**config.mk**
```make
export PLATFORM = sky130hd
export DESIGN_NAME = fp_add_pipe
export DESIGN_NICKNAME = d
export VERILOG_FILES = /design/src/rtl/fp_pkg.sv /design/src/rtl/fp_norm_shift.sv /design/src/rtl/fp_add_pipe.sv
export SDC_FILE = /design/constraint.sdc
export NUM_CORES = 1
export LEC_CHECK = 0
export CAP_MARGIN = 20
export CORE_MARGIN = 8
export CORE_UTILIZATION = 65
export CTS_CLUSTER_DIAMETER = 60
export DETAILED_ROUTE_END_ITERATION = 16
export GPL_TIMING_DRIVEN = 0
export PLACE_DENSITY = 0.86
export SLEW_MARGIN = 20
export SYNTH_ARGS = -nofsm -noshare
export SYNTH_HDL_FRONTEND = slang
export SYNTH_HIERARCHICAL = 1
export SYNTH_SLANG_ARGS = --single-unit
```
**constraint.sdc**
```tcl
create_clock -name clk -period 33.3 [get_ports clk]
set_input_delay 4.995 -clock clk [delete_from_list [all_inputs] [get_ports clk]]
set_output_delay 4.995 -clock clk [all_outputs]
set_load 0.01 [all_outputs]
```
**src/rtl/fp_pkg.sv**
```systemverilog
// -----------------------------------------------------------------------------
// fp_pkg
// Shared definitions for the pipelined floating-point adder.
//   - Default field widths (FP32) and the word width derived from them.
//   - Flag bit positions inside the 3-bit {invalid, overflow, inexact} vector.
//   - Canonical quiet NaN for the default format.
//   - fp_op_t: unpacked operand {sign, exp, man, is_zero, is_inf, is_nan} in
//     the default format (the adder builds a width-parametrised twin).
//   - make_flags(): assembles a flag vector from its three named bits.
// -----------------------------------------------------------------------------
package fp_pkg;

   localparam int DEF_EXP_W = 8;
   localparam int DEF_MAN_W = 23;
   localparam int DEF_W     = 1 + DEF_EXP_W + DEF_MAN_W;
   localparam int DEF_BIAS  = (1 << (DEF_EXP_W - 1)) - 1;

   localparam int FLAG_INEXACT  = 0;
   localparam int FLAG_OVERFLOW = 1;
   localparam int FLAG_INVALID  = 2;

   // sign 0, exponent all ones, mantissa MSB set, remaining bits clear
   localparam logic [DEF_W-1:0] QNAN_DEF =
      {1'b0, {DEF_EXP_W{1'b1}}, 1'b1, {(DEF_MAN_W-1){1'b0}}};

   typedef struct packed {
      logic                 sign;
      logic [DEF_EXP_W-1:0] exp;
      logic [DEF_MAN_W-1:0] man;
      logic                 is_zero;
      logic                 is_inf;
      logic                 is_nan;
   } fp_op_t;

   function automatic logic [2:0] make_flags(input logic invalid,
                                             input logic overflow,
                                             input logic inexact);
      logic [2:0] f;
      f                = '0;
      f[FLAG_INVALID]  = invalid;
      f[FLAG_OVERFLOW] = overflow;
      f[FLAG_INEXACT]  = inexact;
      return f;
   endfunction

endpackage

```
**src/rtl/fp_norm_shift.sv**
```systemverilog
// -----------------------------------------------------------------------------
// fp_norm_shift
// Leading-zero count and normalising left shift for the stage-3 mantissa.
//   mant_in  : WIDTH-bit unnormalised mantissa
//   mant_out : mant_in shifted left so that its MSB is 1 (all zero if input 0)
//   shamt    : number of leading zeros (WIDTH when mant_in is zero)
// Purely combinational.
// -----------------------------------------------------------------------------
module fp_norm_shift #(
   parameter int WIDTH = 27,
   parameter int SHW   = $clog2(WIDTH + 1)
) (
   input  logic [WIDTH-1:0] mant_in,
   output logic [WIDTH-1:0] mant_out,
   output logic [SHW-1:0]   shamt
);

   logic found;

   always_comb begin
      shamt = '0;
      found = 1'b0;
      for (int i = WIDTH - 1; i >= 0; i--) begin
         if (!found) begin
            if (mant_in[i]) begin
               found = 1'b1;
            end else begin
               shamt = shamt + SHW'(1);
            end
         end
      end
      mant_out = mant_in << shamt;
   end

endmodule

```
**src/rtl/fp_add_pipe.sv**
```systemverilog
// -----------------------------------------------------------------------------
// fp_add_pipe
// Pipelined IEEE-754 style adder/subtractor with valid/ready streaming.
// Build option: define FP_ADD_ROUND_EN for round-to-nearest-even; without it
// the result is truncated toward zero (inexact is reported either way).
//
// Ports
//   clk, rst        : clock, synchronous active-high reset
//   in_valid/ready  : operand handshake
//   a, b, sub       : operands; sub=1 computes a-b
//   out_valid/ready : result handshake
//   result, flags   : sum/difference and {invalid, overflow, inexact}
//
// Handshake: a beat moves on a rising edge when valid && ready are both high.
// in_ready = !(out_valid && !out_ready); while the output is held every stage
// register freezes, otherwise all stages advance together (empty stages are
// plain bubbles), so output accept and input accept can share a cycle.
//
// Pipeline: operand register (s0) -> align (s1) -> add (s2) -> normalise /
// round into the output register. Accept on edge N, out_valid after N+3.
// Inputs with exponent 0 are flushed to signed zero; results that would be
// subnormal flush to signed zero with inexact set.
// -----------------------------------------------------------------------------
module fp_add_pipe
   import fp_pkg::*;
#(
   parameter int EXP_W = DEF_EXP_W,
   parameter int MAN_W = DEF_MAN_W
) (
   input  logic                 clk,
   input  logic                 rst,
   input  logic                 in_valid,
   output logic                 in_ready,
   input  logic [EXP_W+MAN_W:0] a,
   input  logic [EXP_W+MAN_W:0] b,
   input  logic                 sub,
   output logic                 out_valid,
   input  logic                 out_ready,
   output logic [EXP_W+MAN_W:0] result,
   output logic [2:0]           flags
);

   localparam int W      = 1 + EXP_W + MAN_W;
   localparam int XW     = MAN_W + 4;          // hidden + mantissa + G/R/S
   localparam int SW     = MAN_W + 5;          // XW plus carry
   localparam int SHW    = $clog2(XW + 1);
   localparam int EW     = ((EXP_W > SHW) ? EXP_W : SHW) + 2;  // msb = negative
   localparam int SH_CAP = MAN_W + 3;          // beyond this B is all sticky

   localparam logic [EXP_W-1:0] EXP_ONES = '1;
   localparam logic [W-1:0]     QNAN     = {1'b0, EXP_ONES, 1'b1, {(MAN_W-1){1'b0}}};
   localparam logic [EW-1:0]    EXP_INF  = EW'((1 << EXP_W) - 1);

   typedef struct packed {
      logic             sign;
      logic [EXP_W-1:0] exp;
      logic [MAN_W-1:0] man;
      logic             is_zero;
      logic             is_inf;
      logic             is_nan;
   } op_t;

   function automatic op_t unpack(input logic [W-1:0] w, input logic flip);
      op_t o;
      o.sign    = w[W-1] ^ flip;
      o.exp     = w[W-2 -: EXP_W];
      o.is_zero = (o.exp == '0);
      o.man     = o.is_zero ? '0 : w[MAN_W-1:0];
      o.is_inf  = (o.exp == EXP_ONES) && (w[MAN_W-1:0] == '0);
      o.is_nan  = (o.exp == EXP_ONES) && (w[MAN_W-1:0] != '0);
      return o;
   endfunction

   logic adv;
   assign adv      = !(out_valid && !out_ready);
   assign in_ready = adv;

   // ---------------- stage 0: operand register ----------------
   logic         s0_valid;
   logic [W-1:0] s0_a, s0_b;
   logic         s0_sub;

   always_ff @(posedge clk) begin
      if (rst) begin
         s0_valid <= 1'b0;
      end else if (adv) begin
         s0_valid <= in_valid;
      end
   end

   always_ff @(posedge clk) begin
      if (adv && in_valid) begin
         s0_a   <= a;
         s0_b   <= b;
         s0_sub <= sub;
      end
   end

   // ---------------- stage 1: specials, swap, align ----------------
   op_t              op_a, op_b, op_l, op_s;
   logic             a_big;
   logic [EXP_W-1:0] exp_d;
   logic [31:0]      sh_amt;
   logic [XW-1:0]    xl, xs, xs_sh, lost_mask, xs_al;
   logic             sp_c, sp_nan, sp_invalid;
   logic [W-1:0]     sp_res;

   always_comb begin
      op_a  = unpack(s0_a, 1'b0);
      op_b  = unpack(s0_b, s0_sub);
      a_big = {op_a.exp, op_a.man} >= {op_b.exp, op_b.man};
      op_l  = a_big ? op_a : op_b;
      op_s  = a_big ? op_b : op_a;
      exp_d = op_l.exp - op_s.exp;
      sh_amt = (32'(exp_d) > 32'(SH_CAP)) ? 32'(SH_CAP) : 32'(exp_d);
      xl     = {!op_l.is_zero, op_l.man, 3'b000};
      xs     = {!op_s.is_zero, op_s.man, 3'b000};
      xs_sh  = xs >> sh_amt;
      // everything pushed below the sticky slot folds into it
      lost_mask = ~({XW{1'b1}} << sh_amt);
      xs_al     = {xs_sh[XW-1:1], xs_sh[0] | (|(xs & lost_mask))};

      sp_invalid = op_a.is_inf && op_b.is_inf && (op_a.sign != op_b.sign);
      sp_nan     = op_a.is_nan || op_b.is_nan || sp_invalid;
      sp_c       = sp_nan || op_a.is_inf || op_b.is_inf;
      if (sp_nan) begin
         sp_res = QNAN;
      end else if (op_a.is_inf) begin
         sp_res = {op_a.sign, EXP_ONES, {MAN_W{1'b0}}};
      end else begin
         sp_res = {op_b.sign, EXP_ONES, {MAN_W{1'b0}}};
      end
   end

   logic             s1_valid, s1_special, s1_invalid, s1_sign, s1_eff_sub;
   logic [W-1:0]     s1_sp_res;
   logic [EXP_W-1:0] s1_exp;
   logic [XW-1:0]    s1_xl, s1_xs;

   always_ff @(posedge clk) begin
      if (rst) begin
         s1_valid <= 1'b0;
      end else if (adv) begin
         s1_valid <= s0_valid;
      end
   end

   always_ff @(posedge clk) begin
      if (adv && s0_valid) begin
         s1_special <= sp_c;
         s1_invalid <= sp_invalid;
         s1_sp_res  <= sp_res;
         s1_sign    <= op_l.sign;
         s1_eff_sub <= op_a.sign ^ op_b.sign;
         s1_exp     <= op_l.exp;
         s1_xl      <= xl;
         s1_xs      <= xs_al;
      end
   end

   // ---------------- stage 2: add / subtract magnitudes ----------------
   // The swap guarantees xl >= xs, so the difference never goes negative.
   logic [SW-1:0] sum_c;

   always_comb begin
      if (s1_eff_sub) begin
         sum_c = {1'b0, s1_xl} - {1'b0, s1_xs};
      end else begin
         sum_c = {1'b0, s1_xl} + {1'b0, s1_xs};
      end
   end

   logic             s2_valid, s2_special, s2_invalid, s2_sign, s2_eff_sub;
   logic [W-1:0]     s2_sp_res;
   logic [EXP_W-1:0] s2_exp;
   logic [SW-1:0]    s2_sum;

   always_ff @(posedge clk) begin
      if (rst) begin
         s2_valid <= 1'b0;
      end else if (adv) begin
         s2_valid <= s1_valid;
      end
   end

   always_ff @(posedge clk) begin
      if (adv && s1_valid) begin
         s2_special <= s1_special;
         s2_invalid <= s1_invalid;
         s2_sp_res  <= s1_sp_res;
         s2_sign    <= s1_sign;
         s2_eff_sub <= s1_eff_sub;
         s2_exp     <= s1_exp;
         s2_sum     <= sum_c;
      end
   end

   // ---------------- stage 3: normalise, round, pack ----------------
   logic [XW-1:0]    ns_mant;
   logic [SHW-1:0]   ns_lz;

   fp_norm_shift #(.WIDTH(XW), .SHW(SHW)) u_norm (
      .mant_in  (s2_sum[XW-1:0]),
      .mant_out (ns_mant),
      .shamt    (ns_lz)
   );

   logic [XW-1:0]    n_mant;
   logic [EW-1:0]    e_norm, e_fin;
   logic             rnd_inc, inexact;
   logic [MAN_W+1:0] mr;
   logic [MAN_W-1:0] man_out;
   logic [W-1:0]     res_c;
   logic [2:0]       flags_c;

   always_comb begin
      if (s2_sum[SW-1]) begin
         // carry out: shift right once, the dropped bit joins sticky
         n_mant = {s2_sum[SW-1:2], s2_sum[1] | s2_sum[0]};
         e_norm = EW'(s2_exp) + EW'(1);
      end else begin
         n_mant = ns_mant;
         e_norm = EW'(s2_exp) - EW'(ns_lz);
      end
      inexact = |n_mant[2:0];
`ifdef FP_ADD_ROUND_EN
      rnd_inc = n_mant[2] & (n_mant[1] | n_mant[0] | n_mant[3]);
`else
      rnd_inc = 1'b0;
`endif
      mr      = {1'b0, n_mant[XW-1:3]} + {{(MAN_W+1){1'b0}}, rnd_inc};
      // rounding carry leaves 10.00..0: renormalise by one position
      e_fin   = e_norm + EW'(mr[MAN_W+1]);
      man_out = mr[MAN_W+1] ? mr[MAN_W:1] : mr[MAN_W-1:0];

      if (s2_special) begin
         res_c   = s2_sp_res;
         flags_c = make_flags(s2_invalid, 1'b0, 1'b0);
      end else if (s2_sum == '0) begin
         // exact zero: opposite-signed cancellation gives +0
         res_c   = {s2_eff_sub ? 1'b0 : s2_sign, {(W-1){1'b0}}};
         flags_c = '0;
      end else if (e_fin[EW-1] || (e_fin == '0)) begin
         res_c   = {s2_sign, {(W-1){1'b0}}};
         flags_c = make_flags(1'b0, 1'b0, 1'b1);
      end else if (e_fin >= EXP_INF) begin
         res_c   = {s2_sign, EXP_ONES, {MAN_W{1'b0}}};
         flags_c = make_flags(1'b0, 1'b1, 1'b1);
      end else begin
         res_c   = {s2_sign, e_fin[EXP_W-1:0], man_out};
         flags_c = make_flags(1'b0, 1'b0, inexact);
      end
   end

   always_ff @(posedge clk) begin
      if (rst) begin
         out_valid <= 1'b0;
         result    <= '0;
         flags     <= '0;
      end else if (adv) begin
         out_valid <= s2_valid;
         if (s2_valid) begin
            result <= res_c;
            flags  <= flags_c;
         end
      end
   end

endmodule

```
# ---- After elaboration in Yosys (flattened, before gate mapping)
# Index checks and enable logic that the tools add are counted.
dict set report totals {
  in_bits 69
  word_cells 223
  out_inout_bits 37
  reg_bits 271
}
dict set report classes {
  shift 3
  addsub 31
  reduce_logical 30
  muxes 122
  eq_ne 3
  n_bitwise 7
  n_lt_le_gt_ge 3
}
# op n
set op_table {}
lappend op_table {{5-bit 2-to-1 mux} 52}
lappend op_table {{5-bit by 1-bit adder with 5-bit output, second input constant} 25}
lappend op_table {{32-bit 2-to-1 mux} 3}
lappend op_table {{31-bit 2-to-1 mux} 2}
lappend op_table {{1-bit 2-to-1 mux} 53}
lappend op_table {{23-bit zero test} 2}
lappend op_table {{23-bit 2-to-1 mux} 2}
lappend op_table {{23-bit nonzero test} 2}
lappend op_table {{35-bit 2-to-1 mux} 1}
lappend op_table {{34-bit 2-to-1 mux} 1}
lappend op_table {{31-bit greater-or-equal comparator} 1}
lappend op_table {{27-bit by 27-bit adder with 28-bit output} 1}
lappend op_table {{28-bit zero test} 1}
lappend op_table {{28-bit 2-to-1 mux} 1}
lappend op_table {{27-bit by 27-bit subtractor with 28-bit output} 1}
lappend op_table {{27-bit bitwise AND} 1}
lappend op_table {{27-bit inverter} 1}
lappend op_table {{27-bit OR reduction} 1}
lappend op_table {{27-bit by 5-bit left shift with 26-bit output} 1}
lappend op_table {{27-bit by 8-bit left shift with 27-bit output, first input constant} 1}
lappend op_table {{27-bit by 8-bit right shift with 27-bit output} 1}
lappend op_table {{26-bit 2-to-1 mux} 1}
lappend op_table {{8-bit == test, second input constant} 2}
lappend op_table {{8-bit zero test} 2}
lappend op_table {{other kinds (20)} 40}

# ---- Longest topological paths before layout
# Gate-level depths: netlist of run 1.
dict set report logic_depth {
  depth_word 86
  depth_mapped 85
  mapped_depth_nobuf 79
}

# ---- Hierarchy
# Netlist of run 1, hierarchy kept.
# mod cells_per_inst n_inst area_each_um2
set modules_own_cells {}
lappend modules_own_cells {fp_add_pipe 1537 1 14158.6}
lappend modules_own_cells {fp_norm_shift 749 1 4908.5}

# ---- Least setup slack after synthesis of run 1
# Ideal clock, no wire load.
dict set report synth_path {
  kind {register to register}
  startpoint {register s2_sum[25]}
  endpoint {register result[2]}
  arrival_ps 15029
  slack_ps 18206
  path_buffers 6
  period_less_slack_ps 15094
  required_time_ps 33235
  stages_incl_launch_ff 86
  path_cell_list {edfxtp_1 -> or2_1 -> buf_2 -> buf_2 -> nor3_1 -> nor2_1 -> ha_1 -> mux2i_1 -> a21oi_1 -> mux2i_1 -> ha_1 -> mux2_2 -> o21ai_1 -> o211ai_1 -> nand2_1 -> ha_1 -> inv_1 -> nor2_1 -> [50 not listed] -> inv_1 -> ha_1 -> a21o_1 -> a21oi_1 -> nor2b_1 -> or4b_2 -> nand2_1 -> nor2_1 -> nand4_1 -> o41ai_1 -> or2_2 -> clkbuf_1 -> nor2_1 -> nand2_1 -> clkbuf_1 -> nor3_1 -> a21oi_1 -> nor2_1}
}
dict set report synth_via {
  elab_chain_len 84
}
# item line
set synth_lines {}
lappend synth_lines {{start: declaration} fp_add_pipe.sv:176} ;# logic [SW-1:0] s2_sum;
lappend synth_lines {{start signal: assignment} fp_add_pipe.sv:194} ;# s2_sum <= sum_c;
lappend synth_lines {{5-bit 2-to-1 mux} fp_norm_shift.sv:25} ;# if (mant_in[i]) begin
lappend synth_lines {{5-bit 2-to-1 mux} fp_norm_shift.sv:24} ;# if (!found) begin
lappend synth_lines {{5-bit by 1-bit adder with 5-bit output} fp_norm_shift.sv:28} ;# shamt = shamt + SHW'(1);
lappend synth_lines {{5-bit 2-to-1 mux} fp_norm_shift.sv:25}
lappend synth_lines {{5-bit 2-to-1 mux} fp_norm_shift.sv:24}
lappend synth_lines {{5-bit by 1-bit adder with 5-bit output} fp_norm_shift.sv:28}
lappend synth_lines {{5-bit 2-to-1 mux} fp_norm_shift.sv:25}
lappend synth_lines {{5-bit 2-to-1 mux} fp_norm_shift.sv:24}
lappend synth_lines {{[69 not listed]} --}
lappend synth_lines {{via ns_lz[2]} fp_add_pipe.sv:200} ;# logic [SHW-1:0] ns_lz;
lappend synth_lines {{8-bit by 5-bit subtractor with 9-bit output} fp_add_pipe.sv:223} ;# e_norm = EW'(s2_exp) - EW'(ns_lz);
lappend synth_lines {{10-bit 2-to-1 mux} fp_add_pipe.sv:217} ;# if (s2_sum[SW-1]) begin
lappend synth_lines {{10-bit by 8-bit greater-or-equal comparator with 1-bit output / 10-bit zero test (equally long branches)} {fp_add_pipe.sv:246, fp_add_pipe.sv:243}}
lappend synth_lines {{31-bit 2-to-1 mux / 1-bit logical OR (equally long branches)} {fp_add_pipe.sv:246, fp_add_pipe.sv:243}}
lappend synth_lines {{31-bit 2-to-1 mux (*)} fp_add_pipe.sv:243} ;# end else if (e_fin[EW-1] || (e_fin == '0)) begin
lappend synth_lines {{32-bit 2-to-1 mux (*)} fp_add_pipe.sv:239} ;# end else if (s2_sum == '0) begin
lappend synth_lines {{32-bit 2-to-1 mux (*)} fp_add_pipe.sv:236} ;# if (s2_special) begin
lappend synth_lines {{end signal: assignment} fp_add_pipe.sv:263} ;# result <= res_c;
lappend synth_lines {{end: declaration} fp_add_pipe.sv:39} ;# output logic [EXP_W+MAN_W:0] result,
# The timed path passes the listed nets; every way through them passes the cells marked *.
# A chain may end at the register's enable or synchronous reset.

# ---- Final worst setup path of run 1
dict set report layout_path {
  startpoint {register s2_sum[26]}
  endpoint {register result[15]}
}
dict set report layout_via {
  elab_chain_len 86
}
# item line
set layout_lines {}
lappend layout_lines {{1-bit 2-to-1 mux} fp_norm_shift.sv:25}
lappend layout_lines {{1-bit by 1-bit adder with 2-bit output} fp_norm_shift.sv:28}
lappend layout_lines {{5-bit 2-to-1 mux} fp_norm_shift.sv:25}
lappend layout_lines {{5-bit 2-to-1 mux} fp_norm_shift.sv:24}
lappend layout_lines {{5-bit by 1-bit adder with 5-bit output} fp_norm_shift.sv:28}
lappend layout_lines {{5-bit 2-to-1 mux} fp_norm_shift.sv:25}
lappend layout_lines {{5-bit 2-to-1 mux} fp_norm_shift.sv:24}
lappend layout_lines {{5-bit by 1-bit adder with 5-bit output} fp_norm_shift.sv:28}
lappend layout_lines {{[71 not listed]} --}
lappend layout_lines {{via ns_lz[2]} fp_add_pipe.sv:200}
lappend layout_lines {{8-bit by 5-bit subtractor with 9-bit output} fp_add_pipe.sv:223}
lappend layout_lines {{10-bit 2-to-1 mux} fp_add_pipe.sv:217}
lappend layout_lines {{10-bit by 8-bit greater-or-equal comparator with 1-bit output / 10-bit zero test (equally long branches)} {fp_add_pipe.sv:246, fp_add_pipe.sv:243}}
lappend layout_lines {{31-bit 2-to-1 mux / 1-bit logical OR (equally long branches)} {fp_add_pipe.sv:246, fp_add_pipe.sv:243}}
lappend layout_lines {{31-bit 2-to-1 mux (*)} fp_add_pipe.sv:243}
lappend layout_lines {{32-bit 2-to-1 mux (*)} fp_add_pipe.sv:239}
lappend layout_lines {{32-bit 2-to-1 mux (*)} fp_add_pipe.sv:236}
# Marks and branches as above.

==> out/summary.json, run 1 <==
{
  "setup_path": {
    "r2r.worst_path.cells": 85,
    "worst-path-max-fanout": 10,
    "regToRegStartpoint": "s2_sum[26]",
    "worstSetupPathType": "reg2reg",
    "cpPeakStageDelay_ns": 0.66,
    "arrival_ns": 18.88,
    "worstSetupStartpointType": "flop",
    "critical_path.reg2reg.endpoint": "result[15]",
    "end_kind": "flop",
    "crit_path_top_delay_cell": "sky130_fd_sc_hd__or4b_2",
    "critical_path_required_ns": 33.75,
    "worst_path_most_repeated_cell": "sky130_fd_sc_hd__ha_1",
    "reg2reg_slack_ns": 14.87
  },
  "clocking": {
    "path_clk_slew_ns": 0.06,
    "clkLatencyLatePin_ns": 0.53,
    "cts_root_buf": "sky130_fd_sc_hd__clkbuf_16",
    "cts_max_level": 1,
    "cts.repair.resized": 0,
    "post_cts_setup_inserts": 0,
    "cts_tree": "done",
    "clkSinkCount": 211,
    "cts_buffers": 25,
    "clockBufferDepth": 3,
    "cts_hold_buffers": 0
  },
  "detailed_routing": {
    "drc_errors": 0,
    "postRouteWirelength_um": 63450,
    "drtAntennaViolNets": 0,
    "drt-vias-per-instance": 6.885,
    "routedWlPerCell_um": 22.52,
    "drt_pass1_iterations": 8,
    "vias": 19395,
    "drt_first_iter_violations": 2274
  },
  "global_routing": {
    "grt_first_pass_wirelength_um": 99350,
    "globalRouteTotalUtil_pct": 34.35,
    "initial_antenna_violation_count": 0,
    "groute.layer.met2.usage_pct": 59.17,
    "grt_max_degree": 66,
    "global_route_met3_utilization_pct": 5.742,
    "top_usage_layer": "met2",
    "grt.met1_usage_pct": 39.05,
    "via_count_of_the_first_global_routing_pass": 18730,
    "congestion_overflow_gr": 0
  },
  "hold_path": {
    "hold-path-endpoint": "s2_sign",
    "timing.hold.worst_path_depth": 0,
    "timing.hold.worst.start": "s1_sign",
    "hold_path.class": "reg2reg"
  },
  "final_layout": {
    "flow.area_growth_from_synthesis_pct": 12.63,
    "layout.nets": 2589,
    "final_layout_size_suffix_gt1_share_pct": 6.741,
    "final_cell_count_no_fill": 2817,
    "insertedDiodeCount": 0,
    "num-fill-cells": 2060
  },
  "power": {
    "power.switching_fraction_pct": 34.38,
    "seq_power_share_pct": 38.0,
    "power.ir.vdd_worst_mv": 0.04898,
    "p_switching_mw": 0.2869,
    "p_clk_share_pct": 32.5,
    "static-leakage-power_nw": 8.227,
    "comb_power_share_pct": 29.6,
    "cellInternalPower_mw": 0.5476,
    "design_power_total_mw": 0.8346,
    "power.density_cell_area_mw_per_mm2": 38.91
  },
  "sta": {
    "totalNegativeSetupSlack_ns": 0,
    "unrepaired_setup_endpoints_after_global_routing": "no",
    "fin_crit_sh_pct": 55.35,
    "layout_min_cycle_time_ns": 18.43,
    "slew-limit-headroom_pct": 15.65,
    "fmaxAchievable_ghz": 0.05426,
    "report.final.setup_viol": 0,
    "worstMarginPinSlew_ns": 1.252,
    "hold_viol_final": 0,
    "skew_ns": 0.02312,
    "timing_max_transition_violations_final": 0
  },
  "die": {
    "floorplan.die.height_um": 187.2,
    "coreArea_sq_mm": 0.02878,
    "io_pins": 106,
    "number_of_core_rows": 62,
    "fp.dieArea_sq_mm": 0.03503,
    "floorplan.initialDensity_pct": 66.17,
    "fp.dieW_um": 187.2
  },
  "placement": {
    "globalplace.congestion": 1.009,
    "place.port_buffers": 104,
    "placed_cells": 2772,
    "place.detailed.hpwl_um": 48770
  },
  "run": {
    "max_cap_violations": 0
  },
  "synth": {
    "post_synth_instance_area_sq_mm": 0.01904,
    "synthesis.yosys.warnings": 6,
    "syn-instance-count": 2282,
    "synth.net_count": 2456,
    "avgSynthCellArea_sq_um": 8.345
  },
  "run_status": {
    "status": "complete, no violations"
  }
}
## registers in the layout (all words and copies together), names as in the netlist, 2 cells and up
signal	count
s1_xl	24
s1_xs	27
s2_sp_res	2
s0_b	32
s2_sum	28
s2_exp	8
s0_a	32
s1_exp	8
s1_sp_res	2
flags	3
result	32
## layer usage
layer / up-vias / part of all wire (%) / wire [um]
li1: 8757 / - / -
met1: 8971 / 36 / 23110
met2: 1335 / 48 / 30180
met3: 332 / 9.1 / 5765
met4: 0 / 6.9 / 4395
met5: - / 0 / 0
## worst max-delay path, delay by kind of cell, from the launching register on
family                   cells  cell delay [ns]
AO/OA/AOI/OAI               24             4.22
XOR/XNOR                     2             0.31
AND/OR/NAND/NOR             29             5.55
adder cells (fa/ha/maj)     12             3.55
flip-flops                   1             0.56
multiplexers                 9             2.01
buffers and inverters        9             2.10
## cell type report
type	count	area (sq um)	area share [%]
plain buffers	134	599.3	2.794
clock buffers	31	679.4	3.168
clock inverters	14	143.9	0.6709
inverters	117	439.2	2.048
multi-input cells	1820	12070	56.28
flip-flops and latches	211	5946	27.72
well taps	384	480.5	2.240
repair buffers	106	1089	5.075
## placed cells by master (no fill, tap or decap), drive strengths merged, types with 12 or more instances in the layout
master,count
mux2i,92
o31ai,18
inv,121
nand2b,31
or3,18
dfxtp,39
mux2,19
a21oi,173
a31oi,24
a211oi,41
or2,13
or4,12
o21bai,12
o21ai,161
a211o,16
a21o,34
nor3,91
o211ai,23
clkbuf,118
nand4,28
clkdlybuf4s50,104
nor2,223
xnor2,49
o21a,17
and3,21
nand3,55
xor2,28
buf,49
edfxtp,172
nor2b,24
nand2,233
and2,31
o22ai,18
nor4,43
ha,103
## through the flow
| stage | worst slack [ns] | hold slack (ns) | cell area, sq um | util, % |
|---|---|---|---|---|
| global route | 13.82 | 0.4289 | 21450 | 74.52 |
| CTS | 15.35 | 0.4185 | 21440 | 74.50 |
| floorplan | 18.25 | 0.4003 | 19040 | - |
| detailed placement | 15.60 | 0.4045 | 20620 | 71.64 |
| finish | 14.87 | 0.4204 | 21450 | 74.52 |
| global placement | 16.11 | 0.4046 | 20560 | 71.45 |
## power by group through the flow
stage	clock, mW	sequential, mW	combinational [mW]
after floorplan	0	0.316	0.165
final	0.271	0.317	0.247
after CTS	0.271	0.316	0.237
after global placement	0	0.321	0.229
after global routing	0.280	0.317	0.263
after detailed placement	0	0.322	0.235
## worst max path at each step
stage / start / to / slack, ns / cells after the start
floorplan: s2_sum[25] / result[2] / 18.25 / 85
global placement: s2_sum[26] / result[10] / 16.11 / 85
detailed placement: s2_sum[26] / result[20] / 15.60 / 85
CTS: s2_sum[26] / result[15] / 15.35 / 85
global route: s2_sum[25] / result[14] / 13.82 / 85
finish: s2_sum[26] / result[15] / 14.87 / 85
(Power assumes the default switching activity.)
==> run 2, diff against run 1 <==
--- a/config.mk
+++ b/config.mk
@@ -7,11 +7,11 @@
 export LEC_CHECK = 0
 export CAP_MARGIN = 20
 export CORE_MARGIN = 8
-export CORE_UTILIZATION = 65
+export CORE_UTILIZATION = 62
 export CTS_CLUSTER_DIAMETER = 60
 export DETAILED_ROUTE_END_ITERATION = 16
 export GPL_TIMING_DRIVEN = 0
-export PLACE_DENSITY = 0.86
+export PLACE_DENSITY = 0.82
 export SLEW_MARGIN = 20
 export SYNTH_ARGS = -nofsm -noshare
 export SYNTH_HDL_FRONTEND = slang
==> constraint.sdc (replaced) <==
create_clock -name clk -period 17.3 [get_ports clk]
set_input_delay 2.595 -clock clk [delete_from_list [all_inputs] [get_ports clk]]
set_output_delay 2.595 -clock clk [all_outputs]
set_load 0.01 [all_outputs]
==> run 2 against run 1 <==
Sequential power up 92%; total power grew 89%; global-route usage down 1.3 points; worst setup slack lost 14 ns; maximum frequency increased by 13%; first-iteration DRC count decreased by 8.8%; clock-buffer cell count is the same; flip-flop and latch count stayed put; clock skew increased by 0.016 ns; final cell count rose by 0.67%; critical endpoint is now result[11]; clock power increased by 79%; largest cell class unchanged; die area is 4.4% higher.
==> out/summary.json, run 2 (same netlist as run 1, synthesis figures left out) <==
{
  "hold_path": {
    "hold_path.class": "reg2reg"
  },
  "final_layout": {
    "final_common_cell": "sky130_fd_sc_hd__nand2_1",
    "largestRegisters": "result x32, s0_a x32, s0_b x32",
    "layout.nets": 2598,
    "flow.area_growth_from_synthesis_pct": 13.18,
    "insertedDiodeCount": 0,
    "num-fill-cells": 2345,
    "commonest_cells_after_routing_fill_and_taps_aside": "sky130_fd_sc_hd__nand2_1, sky130_fd_sc_hd__nor2_1, sky130_fd_sc_hd__edfxtp_1, sky130_fd_sc_hd__a21oi_1, sky130_fd_sc_hd__o21ai_0",
    "final_std_cell_area_no_fill_sq_mm": 0.02155,
    "final_core_utilization_pct": 70.83,
    "final_layout_size_suffix_gt1_share_pct": 7.541
  },
  "setup_path": {
    "cpPeakStageDelay_ns": 0.66,
    "arrival_ns": 16.80,
    "critical_path_required_ns": 17.73,
    "crit_path_top_delay_cell": "sky130_fd_sc_hd__or4b_2",
    "end_kind": "flop",
    "worst_path_most_repeated_cell": "sky130_fd_sc_hd__ha_1",
    "worstSetupPathType": "reg2reg",
    "worstSetupStartpointType": "flop",
    "worst-path-max-fanout": 10
  },
  "die": {
    "fp.dieArea_sq_mm": 0.03658,
    "floorplan.initialDensity_pct": 62.58,
    "coreArea_sq_mm": 0.03043,
    "io_pins": 106,
    "fp.dieW_um": 191.3,
    "floorplan.die.height_um": 191.3,
    "number_of_core_rows": 64
  },
  "global_routing": {
    "grt_max_degree": 66,
    "grt_first_pass_wirelength_um": 97190,
    "initial_antenna_violation_count": 0,
    "globalRouteTotalUtil_pct": 33.05,
    "congestion_overflow_gr": 0,
    "via_count_of_the_first_global_routing_pass": 18118
  },
  "power": {
    "p_clk_share_pct": 30.9,
    "comb_power_share_pct": 30.4,
    "power.density_cell_area_mw_per_mm2": 73.00,
    "static-leakage-power_nw": 8.267,
    "p_switching_mw": 0.5372,
    "cellInternalPower_mw": 1.036,
    "power.switching_fraction_pct": 34.14,
    "power.ir.vdd_worst_mv": 0.07852,
    "seq_power_share_pct": 38.7
  },
  "sta": {
    "layout_min_cycle_time_ns": 16.37,
    "fmaxAchievable_ghz": 0.06109,
    "report.final.setup_viol": 0,
    "unrepaired_setup_endpoints_after_global_routing": "no",
    "worstMarginPinSlew_ns": 1.107,
    "skew_ns": 0.03895,
    "hold_viol_final": 0,
    "fin_crit_sh_pct": 94.62,
    "setup_slack_ns": 0.9315,
    "slew-limit-headroom_pct": 25.39,
    "timing_max_transition_violations_final": 0
  },
  "placement": {
    "place.port_buffers": 104,
    "globalplace.congestion": 1.036,
    "placed_cell_area_sq_mm": 0.02065,
    "preCtsSetupSlack_ns": -0.3855,
    "place.detailed.hpwl_um": 48530
  },
  "clocking": {
    "clockBufferDepth": 3,
    "clkSinkCount": 211,
    "cts_buffers": 24,
    "path_clk_slew_ns": 0.06,
    "cts_hold_buffers": 0,
    "cts_max_level": 1,
    "cts_root_buf": "sky130_fd_sc_hd__clkbuf_16",
    "clkLatencyLatePin_ns": 0.54,
    "cts_tree": "done"
  },
  "detailed_routing": {
    "vias": 18973,
    "postRouteWirelength_um": 62530,
    "drc_errors": 0,
    "drtAntennaViolNets": 0,
    "drt_first_iter_violations": 2074,
    "drt-vias-per-instance": 6.690,
    "drt_pass1_iterations": 6,
    "routedWlPerCell_um": 22.05
  },
  "run_status": {
    "status": "complete, no violations"
  },
  "run": {
    "max_cap_violations": 0
  }
}
-- run 2: cell types whose count changed in the layout (fill, tap and decap cells not counted), moves of 2 or more --
cell	before	now
sky130_fd_sc_hd__nor3_2	2	4
sky130_fd_sc_hd__buf_4	6	18
sky130_fd_sc_hd__clkinv_4	2	0
sky130_fd_sc_hd__buf_2	23	25
sky130_fd_sc_hd__nor3_1	87	84
sky130_fd_sc_hd__inv_8	4	0
sky130_fd_sc_hd__clkbuf_1	91	88
-- run 2: path summary, 6_finish.rpt --
check	start	slack (ns)	endpoint	depth (start not counted)
setup / recovery	s2_sum[26]	0.93	result[11]	81
setup reg to reg	s2_sum[26]	0.93	result[11]	81
hold / removal	s1_exp[4]	0.42	s2_exp[4]	0
hold reg to reg	s1_exp[4]	0.42	s2_exp[4]	0
-- run 2: area by class of cell --
type                    instances  area (sq um)  share of cell area, %
multi-input cells            1820         12150                  56.35
flip-flops and latches        211          5946                  27.59
repair buffers                118          1179                  5.468
clock buffers                  31         648.1                  3.007
plain buffers                 132         598.1                  2.775
well taps                     396         495.5                  2.299
inverters                     117         439.2                  2.038
clock inverters                11         102.6                 0.4760
-- run 2: power groups by stage --
stage / combinational [mW] / sequential [mW] / clock, mW
floorplan: 0.317 / 0.608 / 0
global placement: 0.445 / 0.618 / 0
detailed placement: 0.455 / 0.619 / 0
CTS: 0.459 / 0.608 / 0.489
global route: 0.510 / 0.611 / 0.509
finish: 0.478 / 0.609 / 0.486
-- run 2: metrics by stage --
stage	hold slack [ns]	TNS [ns]	total power, mW	std cells
2_1_floorplan	0.4003	0	0.9250	2282
3_3_place_gp	0.4035	-0.07047	1.064	2782
3_5_place_dp	0.4054	-6.848	1.073	2784
4_1_cts	0.4225	0	1.556	2825
5_1_grt	0.4267	0	1.630	2836
6_report	0.4190	0	1.573	2836
-- run 2: worst max-delay path, delay by kind of cell (launching register included) --
family / cells / cell delay (ns)
fa+ha+maj: 12 / 3.75
mux: 10 / 2.16
flops: 1 / 0.51
compound gates: 24 / 3.69
buf+inv: 7 / 1.34
simple gates: 28 / 4.84
-- run 2: routing by layer --
metal  part of all wire (%)  vias to the layer above  GRT usage [%]
li1                       -                     8744              -
met1                     37                     8801          38.42
met2                     49                     1180          58.54
met3                    8.0                      248          4.414
met4                    5.8                        0          17.44
met5                      0                        -              0
-- run 2: what timing repair did --
item,CTS,global route
endpoints found under the setup margin,23,33
resized for setup,3,21
pin swaps,0,3
setup buffers,0,12
